==> src/rtl/rps_pkg.sv <==
// Shared types and helpers for the three-player rock-paper-scissors referee.
// Hand encodings, FSM states, winner constants and the "who beats whom" rule.
package rps_pkg;

  typedef enum logic [1:0] {
    HAND_NONE     = 2'b00,
    HAND_ROCK     = 2'b01,
    HAND_SCISSORS = 2'b10,
    HAND_PAPER    = 2'b11
  } hand_t;

  typedef enum logic [1:0] {
    ST_IDLE       = 2'b00,
    ST_WAIT_HANDS = 2'b01,
    ST_JUDGE      = 2'b10,
    ST_DONE       = 2'b11
  } state_t;

  localparam logic [2:0] WIN_NONE = 3'b000;
  localparam logic [2:0] WIN_DRAW = 3'b111;

  // True when h1 beats h2 (rock>scissors, scissors>paper, paper>rock).
  function automatic logic beats(input logic [1:0] h1, input logic [1:0] h2);
    logic res;
    case ({h1, h2})
      4'b0110: res = 1'b1;
      4'b1011: res = 1'b1;
      4'b1101: res = 1'b1;
      default: res = 1'b0;
    endcase
    return res;
  endfunction

  // True when exactly one bit of the mask is set.
  function automatic logic is_single(input logic [2:0] m);
    return (m != 3'b000) && ((m & (m - 3'b001)) == 3'b000);
  endfunction

endpackage

==> src/rtl/rps_referee_if.sv <==
// Hand-submission handshake between the player front end and the referee.
interface rps_referee_if;
  logic [1:0] A_HAND;
  logic [1:0] B_HAND;
  logic [1:0] C_HAND;
  logic       HAND_VALID;
  logic       HAND_READY;

  modport master (output A_HAND, output B_HAND, output C_HAND, output HAND_VALID,
                  input  HAND_READY);
  modport slave  (input  A_HAND, input  B_HAND, input  C_HAND, input  HAND_VALID,
                  output HAND_READY);
endinterface

==> src/rtl/rps_judge.sv <==
// Combinational round judge: given the captured hands and the active mask,
// produce the mask of players that survive the round. Mask bit 2 = A, 0 = C.
module rps_judge
  import rps_pkg::*;
(
  input  logic [1:0] a_hand_i,
  input  logic [1:0] b_hand_i,
  input  logic [1:0] c_hand_i,
  input  logic [2:0] mask_i,
  output logic [2:0] mask_o
);

  logic [1:0] hand_s [3];
  logic [2:0] valid_m_s;
  logic [2:0] beaten_s;
  logic       has_rock_s;
  logic       has_sci_s;
  logic       has_pap_s;
  logic [1:0] distinct_s;

  // Forfeit filter, distinct-hand census and per-player "beaten" flags.
  always_comb begin
    hand_s[2] = a_hand_i;
    hand_s[1] = b_hand_i;
    hand_s[0] = c_hand_i;
    for (int i = 0; i < 3; i++) begin
      valid_m_s[i] = mask_i[i] & (hand_s[i] != HAND_NONE);
    end
    has_rock_s = 1'b0;
    has_sci_s  = 1'b0;
    has_pap_s  = 1'b0;
    for (int i = 0; i < 3; i++) begin
      has_rock_s = has_rock_s | (valid_m_s[i] & (hand_s[i] == HAND_ROCK));
      has_sci_s  = has_sci_s  | (valid_m_s[i] & (hand_s[i] == HAND_SCISSORS));
      has_pap_s  = has_pap_s  | (valid_m_s[i] & (hand_s[i] == HAND_PAPER));
    end
    distinct_s = {1'b0, has_rock_s} + {1'b0, has_sci_s} + {1'b0, has_pap_s};
    for (int i = 0; i < 3; i++) begin
      beaten_s[i] = 1'b0;
      for (int j = 0; j < 3; j++) begin
        beaten_s[i] = beaten_s[i] | (valid_m_s[j] & beats(hand_s[j], hand_s[i]));
      end
    end
  end

  // All-forfeit keeps the mask; with two distinct hands the beaten side drops out.
  always_comb begin
    mask_o = mask_i;
    if (valid_m_s == 3'b000) begin
      mask_o = mask_i;
    end else if (distinct_s == 2'd2) begin
      mask_o = valid_m_s & ~beaten_s;
    end else begin
      mask_o = valid_m_s;
    end
  end

endmodule

==> src/rtl/rps_referee.sv <==
// Three-player rock-paper-scissors game controller: collects hands, judges
// rounds via rps_judge, and presents survivors and the final winner mask.
module rps_referee
  import rps_pkg::*;
#(
  parameter int MAX_ROUNDS = 8,
  parameter int RW         = 4
) (
  input  logic          CLK,
  input  logic          RST,
  input  logic          START,
  rps_referee_if.slave  hs,
  output logic [2:0]    Winner_DISP,
  output logic          A_DISP,
  output logic          B_DISP,
  output logic          C_DISP,
  output logic [RW-1:0] ROUND,
  output logic          DONE
);

  localparam logic [RW-1:0] ROUND_ONE = RW'(1);
  localparam logic [RW-1:0] ROUND_MAX = RW'(MAX_ROUNDS);

  state_t        state_q, state_d;
  logic [2:0]    mask_q, mask_d;
  logic [RW-1:0] round_q, round_d;
  logic [2:0]    win_q, win_d;
  logic          done_q, done_d;
  logic          ready_q, ready_d;
  logic [1:0]    a_q, a_d, b_q, b_d, c_q, c_d;
  logic [2:0]    judged_s;
  logic [RW-1:0] round_inc_s;

  rps_judge u_judge (
    .a_hand_i (a_q),
    .b_hand_i (b_q),
    .c_hand_i (c_q),
    .mask_i   (mask_q),
    .mask_o   (judged_s)
  );

  assign round_inc_s = round_q + ROUND_ONE;

  // Next-state and next-output logic for the game FSM.
  always_comb begin
    state_d = state_q;
    mask_d  = mask_q;
    round_d = round_q;
    win_d   = win_q;
    done_d  = done_q;
    ready_d = ready_q;
    a_d     = a_q;
    b_d     = b_q;
    c_d     = c_q;
    case (state_q)
      ST_IDLE, ST_DONE: begin
        if (START) begin
          state_d = ST_WAIT_HANDS;
          mask_d  = 3'b111;
          round_d = '0;
          win_d   = WIN_NONE;
          done_d  = 1'b0;
          ready_d = 1'b1;
        end else begin
          state_d = state_q;
        end
      end
      ST_WAIT_HANDS: begin
        if (hs.HAND_VALID && ready_q) begin
          a_d     = hs.A_HAND;
          b_d     = hs.B_HAND;
          c_d     = hs.C_HAND;
          ready_d = 1'b0;
          state_d = ST_JUDGE;
        end else begin
          state_d = ST_WAIT_HANDS;
        end
      end
      ST_JUDGE: begin
        mask_d  = judged_s;
        round_d = round_inc_s;
        if (is_single(judged_s) || (round_inc_s == ROUND_MAX)) begin
          win_d   = judged_s;
          done_d  = 1'b1;
          ready_d = 1'b0;
          state_d = ST_DONE;
        end else begin
          ready_d = 1'b1;
          state_d = ST_WAIT_HANDS;
        end
      end
      default: begin
        state_d = ST_IDLE;
        ready_d = 1'b0;
      end
    endcase
  end

  // State and output registers with synchronous active-low reset.
  always_ff @(posedge CLK) begin
    if (!RST) begin
      state_q <= ST_IDLE;
      mask_q  <= 3'b111;
      round_q <= '0;
      win_q   <= WIN_NONE;
      done_q  <= 1'b0;
      ready_q <= 1'b0;
      a_q     <= HAND_NONE;
      b_q     <= HAND_NONE;
      c_q     <= HAND_NONE;
    end else begin
      state_q <= state_d;
      mask_q  <= mask_d;
      round_q <= round_d;
      win_q   <= win_d;
      done_q  <= done_d;
      ready_q <= ready_d;
      a_q     <= a_d;
      b_q     <= b_d;
      c_q     <= c_d;
    end
  end

  assign hs.HAND_READY = ready_q;
  assign Winner_DISP   = win_q;
  assign A_DISP        = mask_q[2];
  assign B_DISP        = mask_q[1];
  assign C_DISP        = mask_q[0];
  assign ROUND         = round_q;
  assign DONE          = done_q;

endmodule

==> src/flat_wrapper.sv <==
// flat-port wrapper written by rule: the top's interface ports become plain ports
module rps_referee_flat import rps_pkg::*;
#(
  parameter int MAX_ROUNDS = 8,
  parameter int RW         = 4
)
  (CLK, RST, START, Winner_DISP, A_DISP, B_DISP, C_DISP, ROUND, DONE, hs_A_HAND, hs_B_HAND, hs_C_HAND, hs_HAND_VALID, hs_HAND_READY);
  rps_referee_if hs_i ();
  input  logic CLK;
  input  logic RST;
  input  logic START;
  output logic [2:0] Winner_DISP;
  output logic A_DISP;
  output logic B_DISP;
  output logic C_DISP;
  output logic [RW-1:0] ROUND;
  output logic DONE;
  input wire logic [$bits(hs_i.A_HAND)-1:0] hs_A_HAND;
  input wire logic [$bits(hs_i.B_HAND)-1:0] hs_B_HAND;
  input wire logic [$bits(hs_i.C_HAND)-1:0] hs_C_HAND;
  input wire logic [$bits(hs_i.HAND_VALID)-1:0] hs_HAND_VALID;
  output wire logic [$bits(hs_i.HAND_READY)-1:0] hs_HAND_READY;
  assign hs_i.A_HAND = hs_A_HAND;
  assign hs_i.B_HAND = hs_B_HAND;
  assign hs_i.C_HAND = hs_C_HAND;
  assign hs_i.HAND_VALID = hs_HAND_VALID;
  assign hs_HAND_READY = hs_i.HAND_READY;
  rps_referee #(.MAX_ROUNDS(MAX_ROUNDS), .RW(RW)) u_core (.CLK(CLK), .RST(RST), .START(START), .hs(hs_i), .Winner_DISP(Winner_DISP), .A_DISP(A_DISP), .B_DISP(B_DISP), .C_DISP(C_DISP), .ROUND(ROUND), .DONE(DONE));
endmodule
==> config.mk <==
export PLATFORM = sky130hd
export DESIGN_NAME = rps_referee_flat
export DESIGN_NICKNAME = d
export VERILOG_FILES = /design/src/rtl/rps_pkg.sv /design/src/rtl/rps_referee_if.sv /design/src/rtl/rps_judge.sv /design/src/rtl/rps_referee.sv /design/src/flat_wrapper.sv
export SDC_FILE = /design/constraint.sdc
export NUM_CORES = 1
export LEC_CHECK = 0
export CAP_MARGIN = 40
export CORE_ASPECT_RATIO = 1.4
export CORE_MARGIN = 2
export CORE_UTILIZATION = 55
export CTS_BUF_LIST = sky130_fd_sc_hd__clkbuf_4 sky130_fd_sc_hd__clkbuf_8
export CTS_CLUSTER_DIAMETER = 40
export DETAILED_ROUTE_END_ITERATION = 6
export GPL_TIMING_DRIVEN = 0
export HOLD_SLACK_MARGIN = 0.12
export PLACE_DENSITY = 0.92
export SLEW_MARGIN = 20
export SYNTH_ARGS = -nofsm -noshare
export SYNTH_HDL_FRONTEND = slang
export SYNTH_SLANG_ARGS = --single-unit
==> constraint.sdc <==
create_clock -name CLK -period 3.05 [get_ports CLK]
set_input_delay 0.61 -clock CLK [delete_from_list [all_inputs] [get_ports CLK]]
set_output_delay 0.61 -clock CLK [all_outputs]
set_load 0.05 [all_outputs]
==> results.cfg, run 1 <==
[route]
drcViolationCount = 0
detail_route.iter0.violations = 50
vias = 1391
dr.pass1.iters = 4
wl_per_cell_um = 15.6
final_antenna_net_count = 0
detail_route.vias_per_cell = 6.44
wl_um = 3370

[clocking]
cts_hold_buf = 0
path_clk_slew_ns = 0.11
clockBufferDepth = 2
htreeDepth = 1
cts_tree = yes
cts-root-buf = clkbuf_4
clk_latency_ns = 0.30
cts_sinks = 20
cts_made_buffers = 3

[synthesis]
yosysSeqAreaShare = 0.294
synthCells = 164
yosysTopAreaCellShare = 0.294
ys_ff_latch = 20
muxShareOfSynthArea = 0.0514
synth-simple-area-share = 0.232
synth_top_family_by_area = compound AO/OA/AOI/OAI gates
async_reset_ff_frac = 0
synthAdderAreaFrac = 0.0422
syn_avg_cell_area_um2 = 8.31
synth_edf_count = 0
synth_area_leaders = dfxtp_1 29%, mux2i_1 5.1%, nor2_1 4.7%, nand2_1 3.9%, nand3_1 3.7%
synth_top_flop_cell = dfxtp_1
yosys.area.top_type = dfxtp_1
synth_warnings = 0
synth-compound-area-share = 0.294
syn-num-nets = 178
ys_types = 48
syn_area_um2 = 1360
synth_xor_area_frac = 0.0193

[setup_path]
crit_path_top_delay_cell = fa_1
cpLargestDelayFamily = compound AO/OA/AOI/OAI gates
end_kind = flop
crit_chain = nand2b_1, o22ai_2, o21bai_4, fa_1, nor2b_2, buf_4, nand2_1, o32a_4, a221oi_4, nand2_2, o211ai_4, o21ai_1
critPathMaxFanout = 11
cp_slowest_stage_delay_ns = 0.44
ff2ff_path_depth = 12
path_class = reg -> reg
r2r_slack_ns = 0.13
path_buf_inv = 1
rr_endpoint = u_core.Winner_DISP[2]
worstPathArrival_ns = 3.11
setup.worst_path.start_class = flop
crit_required_ns = 3.24
crit_start = u_core.b_q[0]
r2r_start = u_core.b_q[0]

[finish]
final_cell_mix = 21 x clkdlybuf4s50_1, 17 x nor2_1, 15 x dfxtp_1, 14 x nand2_1, 10 x nand3_1
final_cells = 216
drive_above_1_share = 0.197
nNetsFinal = 209
syn_to_final_growth_pct = 25.9
final_common_cell = clkdlybuf4s50_1
diodes = 0

[grt]
grt_use_total = 0.266
antenna_found_initial = 0
grt_max_degree = 11
grt_overflow = 0
first_global_vias = 1302
grt_pass1_wl_um = 5830

[floorplan]
die_x_um = 46.1
rows = 21
start_util = 0.576
die_area_um2 = 2900
die_y_um = 62.9
core_region_area_um2 = 2360
ioPinCount = 22

[placement]
gp_congestion = 0.877
dp_hpwl_um = 2470
dpl_worst_slack_ns = -0.0978
place_inst = 208
port_buffers = 21

[hold_path]
min_from = u_core.Winner_DISP[0]
hold_path.class = reg -> reg
hold_end = u_core.Winner_DISP[0]
holdPathStages = 2

[pwr]
max-vdd-ir-drop_uv = 319
p_leak_nw = 0.671
p_per_area_nw_per_um2 = 307

[outcome]
status = complete, no violations

[sta]
drv_slew = 0
hold_viol = 0
skew_ns = 0.00723
fmaxAchievable_mhz = 343
slew_headroom = 0.567
fin_crit_sh = 0.957
tightest_slew_ns = 0.640
setup_violations = 0
fin_crit_ns = 2.92
layout_setup_ws_ns = 0.132

[run]
drv_cap = 0
-- registers in the layout, indices dropped and copies added (netlist names) --
signal	cells
u_core.mask_q	3
u_core.c_q	2
u_core.Winner_DISP	3
u_core.hs.HAND_READY	1
u_core.DONE	1
u_core.state_q	2
u_core.a_q	2
u_core.b_q	2
u_core.ROUND	4
-- report_power, final --
group,switching (mW),internal (mW)
Sequential,0.00645,0.266
Combinational,0.0757,0.0564
Clock,0.0765,0.0461
Total,0.159,0.369
-- how the worst max path moves through the flow --
stage / endpoint / slack [ns] / cells past startpoint
after global placement: u_core.Winner_DISP[0] / 0.03 / 12
after global routing: u_core.state_q[1] / -0.01 / 12
after detailed placement: u_core.Winner_DISP[0] / -0.1 / 12
after CTS: u_core.Winner_DISP[0] / 0.002 / 12
final: u_core.Winner_DISP[2] / 0.13 / 12
after floorplan: u_core.state_q[1] / 0.04 / 11
-- worst reg2reg max path, cell delays in order, from the launching register on --
cell and delay (ns):
dfxtp_4 0.39, nand2b_1 0.18, o22ai_2 0.16, o21bai_4 0.15
fa_1 0.44, nor2b_2 0.18, buf_4 0.15, nand2_1 0.06
o32a_4 0.25, a221oi_4 0.32, nand2_2 0.12, o211ai_4 0.30
o21ai_1 0.12
-- cells by family (layout without fill, tap and decap cells) --
kind of cell	after synthesis	count (layout)
and+or+nand+nor	62	62
AOI/OAI and AO/OA	51	51
DFF	20	20
buffers and inverters	17	46
muxes	7	7
adders and majority gates	4	4
xor gates and xnor gates	3	3
-- area by class of cell --
class                      count  area [µm²]
tap                           23        28.8
multi-input combinational    127         908
clock buffer                   3        22.5
buffer                         9        57.6
timing repair buffer          28         263
fill                         166         649
sequential                    20         412
inverter                       6        23.8
-- layer usage --
metal	up-vias	wire [µm]	global-route usage
met5	-	0	0
met1	642	1230	0.311
met2	68	1810	0.457
met3	18	192	0.0318
met4	0	133	0.114
li1	663	-	-
-- cells in the mapped netlist, drive strengths merged (4+ instances only) --
cell type	number
o21ai	13
a21oi	8
nand3	10
buf	6
inv	5
nor2	17
a31oi	5
nand2	15
dfxtp	20
clkbuf	5
mux2i	7
and3	5
nand3b	4
-- metrics by stage --
| stage | power [mW] | hold slack (ns) | TNS, ns | area, µm² | util |
|---|---|---|---|---|---|
| after detailed placement | 0.401 | 0.480 | -0.504 | 1600 | 0.678 |
| final | 0.527 | 0.508 | 0 | 1720 | 0.725 |
| after floorplan | 0.366 | 0.516 | 0 | 1370 | - |
| after global placement | 0.396 | 0.469 | 0 | 1600 | 0.678 |
| after global routing | 0.554 | 0.538 | -0.0316 | 1720 | 0.725 |
| after CTS | 0.527 | 0.498 | 0 | 1670 | 0.705 |
-- repair_timing --
| item | 4_1_cts | 5_1_grt |
|---|---|---|
| pin swaps | 3 | 6 |
| gates resized for setup | 2 | 11 |
| setup endpoints to repair | 6 | 6 |
| endpoints found under the hold margin | 0 | 0 |
| buffers inserted | 5 | 2 |
Note: power is estimated with default switching activity, not from simulation.
==> run 2, diff against run 1 <==
--- a/config.mk
+++ b/config.mk
@@ -5,6 +5,7 @@
 export SDC_FILE = /design/constraint.sdc
 export NUM_CORES = 1
 export LEC_CHECK = 0
+export ABC_CLOCK_PERIOD_IN_PS = 3050
 export CAP_MARGIN = 40
 export CORE_ASPECT_RATIO = 1.4
 export CORE_MARGIN = 2
==> results of run 2 <==
The final DEF is identical to that of run 1; final timing and power are the same.
==> run 3, diff against run 2 <==
--- a/config.mk
+++ b/config.mk
@@ -9,13 +9,14 @@
 export CAP_MARGIN = 40
 export CORE_ASPECT_RATIO = 1.4
 export CORE_MARGIN = 2
-export CORE_UTILIZATION = 55
+export CORE_UTILIZATION = 65
 export CTS_BUF_LIST = sky130_fd_sc_hd__clkbuf_4 sky130_fd_sc_hd__clkbuf_8
 export CTS_CLUSTER_DIAMETER = 40
 export DETAILED_ROUTE_END_ITERATION = 6
+export DONT_BUFFER_PORTS = 1
 export GPL_TIMING_DRIVEN = 0
 export HOLD_SLACK_MARGIN = 0.12
-export PLACE_DENSITY = 0.92
+export PLACE_DENSITY = 0.91
 export SLEW_MARGIN = 20
 export SYNTH_ARGS = -nofsm -noshare
 export SYNTH_HDL_FRONTEND = slang
==> run 3 against run 2 <==
Compared with the run above:
- setup slack lost 0.053 ns
- combinational power shrank 17%
- worst hold slack lost 0.065 ns
- sequential cell count is the same
- design area shrank 9.6%
- die area shrank 14%
- fmax shrank 1.8%
- clock power grew 28%
- clock-buffer cell count grew 1
- utilization grew 6.1 points
- final cell count shrank 9.7%
- highest routed layer unchanged
- critical path depth grew 1
==> results.cfg, run 3 (synthesized netlist as in run 1, its figures left out) <==
[run]
drv_cap = 0

[route]
wl_um = 3410
dr.pass1.iters = 4
m1WireLength_um = 1320
wl_met2_um = 1920
detail_route.iter0.violations = 52
wl_per_cell_um = 17.5
drcViolationCount = 0
vias = 1267
final_antenna_net_count = 0
detail_route.vias_per_cell = 6.50
wl_met3_um = 138
top_layer_used = met4

[grt]
antenna_found_initial = 0
first_global_vias = 1366
grt_max_degree = 12
grt_use_total = 0.295
grt_pass1_wl_um = 5710
grt_overflow = 0

[setup_path]
worstPathArrival_ns = 3.22
r2r_slack_ns = 0.08
critPathMaxFanout = 7
setup.worst_path.start_class = flop
path_class = reg -> reg
end_kind = flop
rr_endpoint = u_core.Winner_DISP[0]
crit_required_ns = 3.29
r2r_start = u_core.mask_q[2]
ff2ff_path_depth = 13

[pwr]
power_switching_mw = 0.165
p_int_mw = 0.382
p_leak_nw = 0.607
p_clk_frac = 0.288
p_per_area_nw_per_um2 = 353
comb_power_share = 0.201
total_power_mw = 0.548
swShare = 0.302
seq_power_share = 0.511
max-vdd-ir-drop_uv = 327

[sta]
tightest_slew_ns = 0.639
hold_viol = 0
fin_crit_sh = 0.974
drv_slew = 0
fmaxAchievable_mhz = 337
layout_setup_ws_ns = 0.0791
fin_crit_ns = 2.97
slew_headroom = 0.571
setup_violations = 0
rsz0062_at_grt = yes
skew_ns = 0.00217
setup_tns_ns = 0

[placement]
gp_congestion = 0.898
place_area_um2 = 1390
port_buffers = 0
dp_hpwl_um = 2360
place_inst = 185
dpl_worst_slack_ns = -0.321

[clocking]
cts_sinks = 20
clk_latency_ns = 0.31
cts_hold_buf = 0
htreeDepth = 1
clockBufferDepth = 2
path_clk_slew_ns = 0.11
cts_made_buffers = 3
cts-root-buf = clkbuf_4
cts_tree = yes

[finish]
final_area_um2 = 1550
drive_above_1_share = 0.241
final_cells = 195
diodes = 0
final_common_cell = nor2_1
nNetsFinal = 189
largest_reg_flops = 4
syn_to_final_growth_pct = 13.9
final_cell_mix = 17 x nor2_1, 15 x dfxtp_1, 13 x nand2_1, 10 x nand3_1

[hold_path]
min_from = hs_A_HAND[1]
hold_path.class = in -> reg
holdPathStages = 2
hold_end = u_core.a_q[1]

[floorplan]
ioPinCount = 22
die_x_um = 42.7
core_region_area_um2 = 1970
rows = 19
die_area_um2 = 2480
start_util = 0.691
die_y_um = 58.2

[outcome]
status = complete, no violations
[run 3: cell count changes in the layout (fill, tap and decap cells not counted), moves of 2 or more]
cell             previous run  this run
clkdlybuf4s50_1            21         0
buf_6                       2         5
clkbuf_4                    5         3
buf_4                       7         5
buf_2                       0         2
[run 3: final cells by class]
class | instances | area (µm²)
well taps | 21 | 26.3
repair buffers | 6 | 48.8
inverters | 6 | 23.8
fillers | 146 | 422
multi-input cells | 127 | 927
plain buffers | 11 | 75.1
clock buffers | 4 | 36.3
flip-flops and latches | 20 | 414
[run 3: worst max path at each step]
stage                           startpoint                     to  slack [ns]  cells past startpoint
after floorplan           u_core.mask_q[0]      u_core.state_q[1]        0.04                     11
after global placement    u_core.mask_q[2]  u_core.Winner_DISP[0]       -0.26                     12
after detailed placement  u_core.mask_q[2]  u_core.Winner_DISP[0]       -0.32                     12
after CTS                 u_core.mask_q[2]      u_core.state_q[1]        0.01                     13
after global routing      u_core.mask_q[2]      u_core.state_q[1]       -0.06                     12
final                     u_core.mask_q[2]  u_core.Winner_DISP[0]        0.08                     13
[run 3: metal layers]
layer,GRT usage,vias up
li1,-,619
met1,0.309,610
met2,0.565,33
met3,0.0467,5
met4,0.125,0
met5,0,-
[run 3: power groups by stage]
| stage | clock (mW) | sequential (mW) | combinational [mW] |
|---|---|---|---|
| after floorplan | 0 | 0.286 | 0.0799 |
| after global placement | 0 | 0.287 | 0.0937 |
| after detailed placement | 0 | 0.288 | 0.0972 |
| after CTS | 0.156 | 0.279 | 0.106 |
| after global routing | 0.171 | 0.280 | 0.120 |
| final | 0.158 | 0.280 | 0.110 |
[run 3: per-stage QoR]
step           hold slack, ns   util
6_report                0.443  0.786
5_1_grt                 0.472  0.786
4_1_cts                 0.451  0.762
3_5_place_dp            0.593  0.705
3_3_place_gp            0.541  0.705
2_1_floorplan           0.516      -
[run 3: worst max-delay path, stage by stage, from the launching register on]
cell      delay, ns
dfxtp_4        0.46
buf_6          0.15
nand2_4        0.05
o22ai_4        0.17
o21bai_4       0.15
fa_1           0.46
nor2b_4        0.17
clkinv_2       0.08
o32a_4         0.33
a221oi_4       0.31
buf_4          0.17
a31oi_1        0.08
o21ai_1        0.18
o21bai_1       0.13
[run 3: what timing repair did]
| item | CTS | global route |
|---|---|---|
| gates resized for setup | 11 | 9 |
| setup buffers | 5 | 1 |
| endpoints found under the setup margin | 6 | 6 |
| cloned | 0 | 0 |
| pin swaps | 7 | 8 |
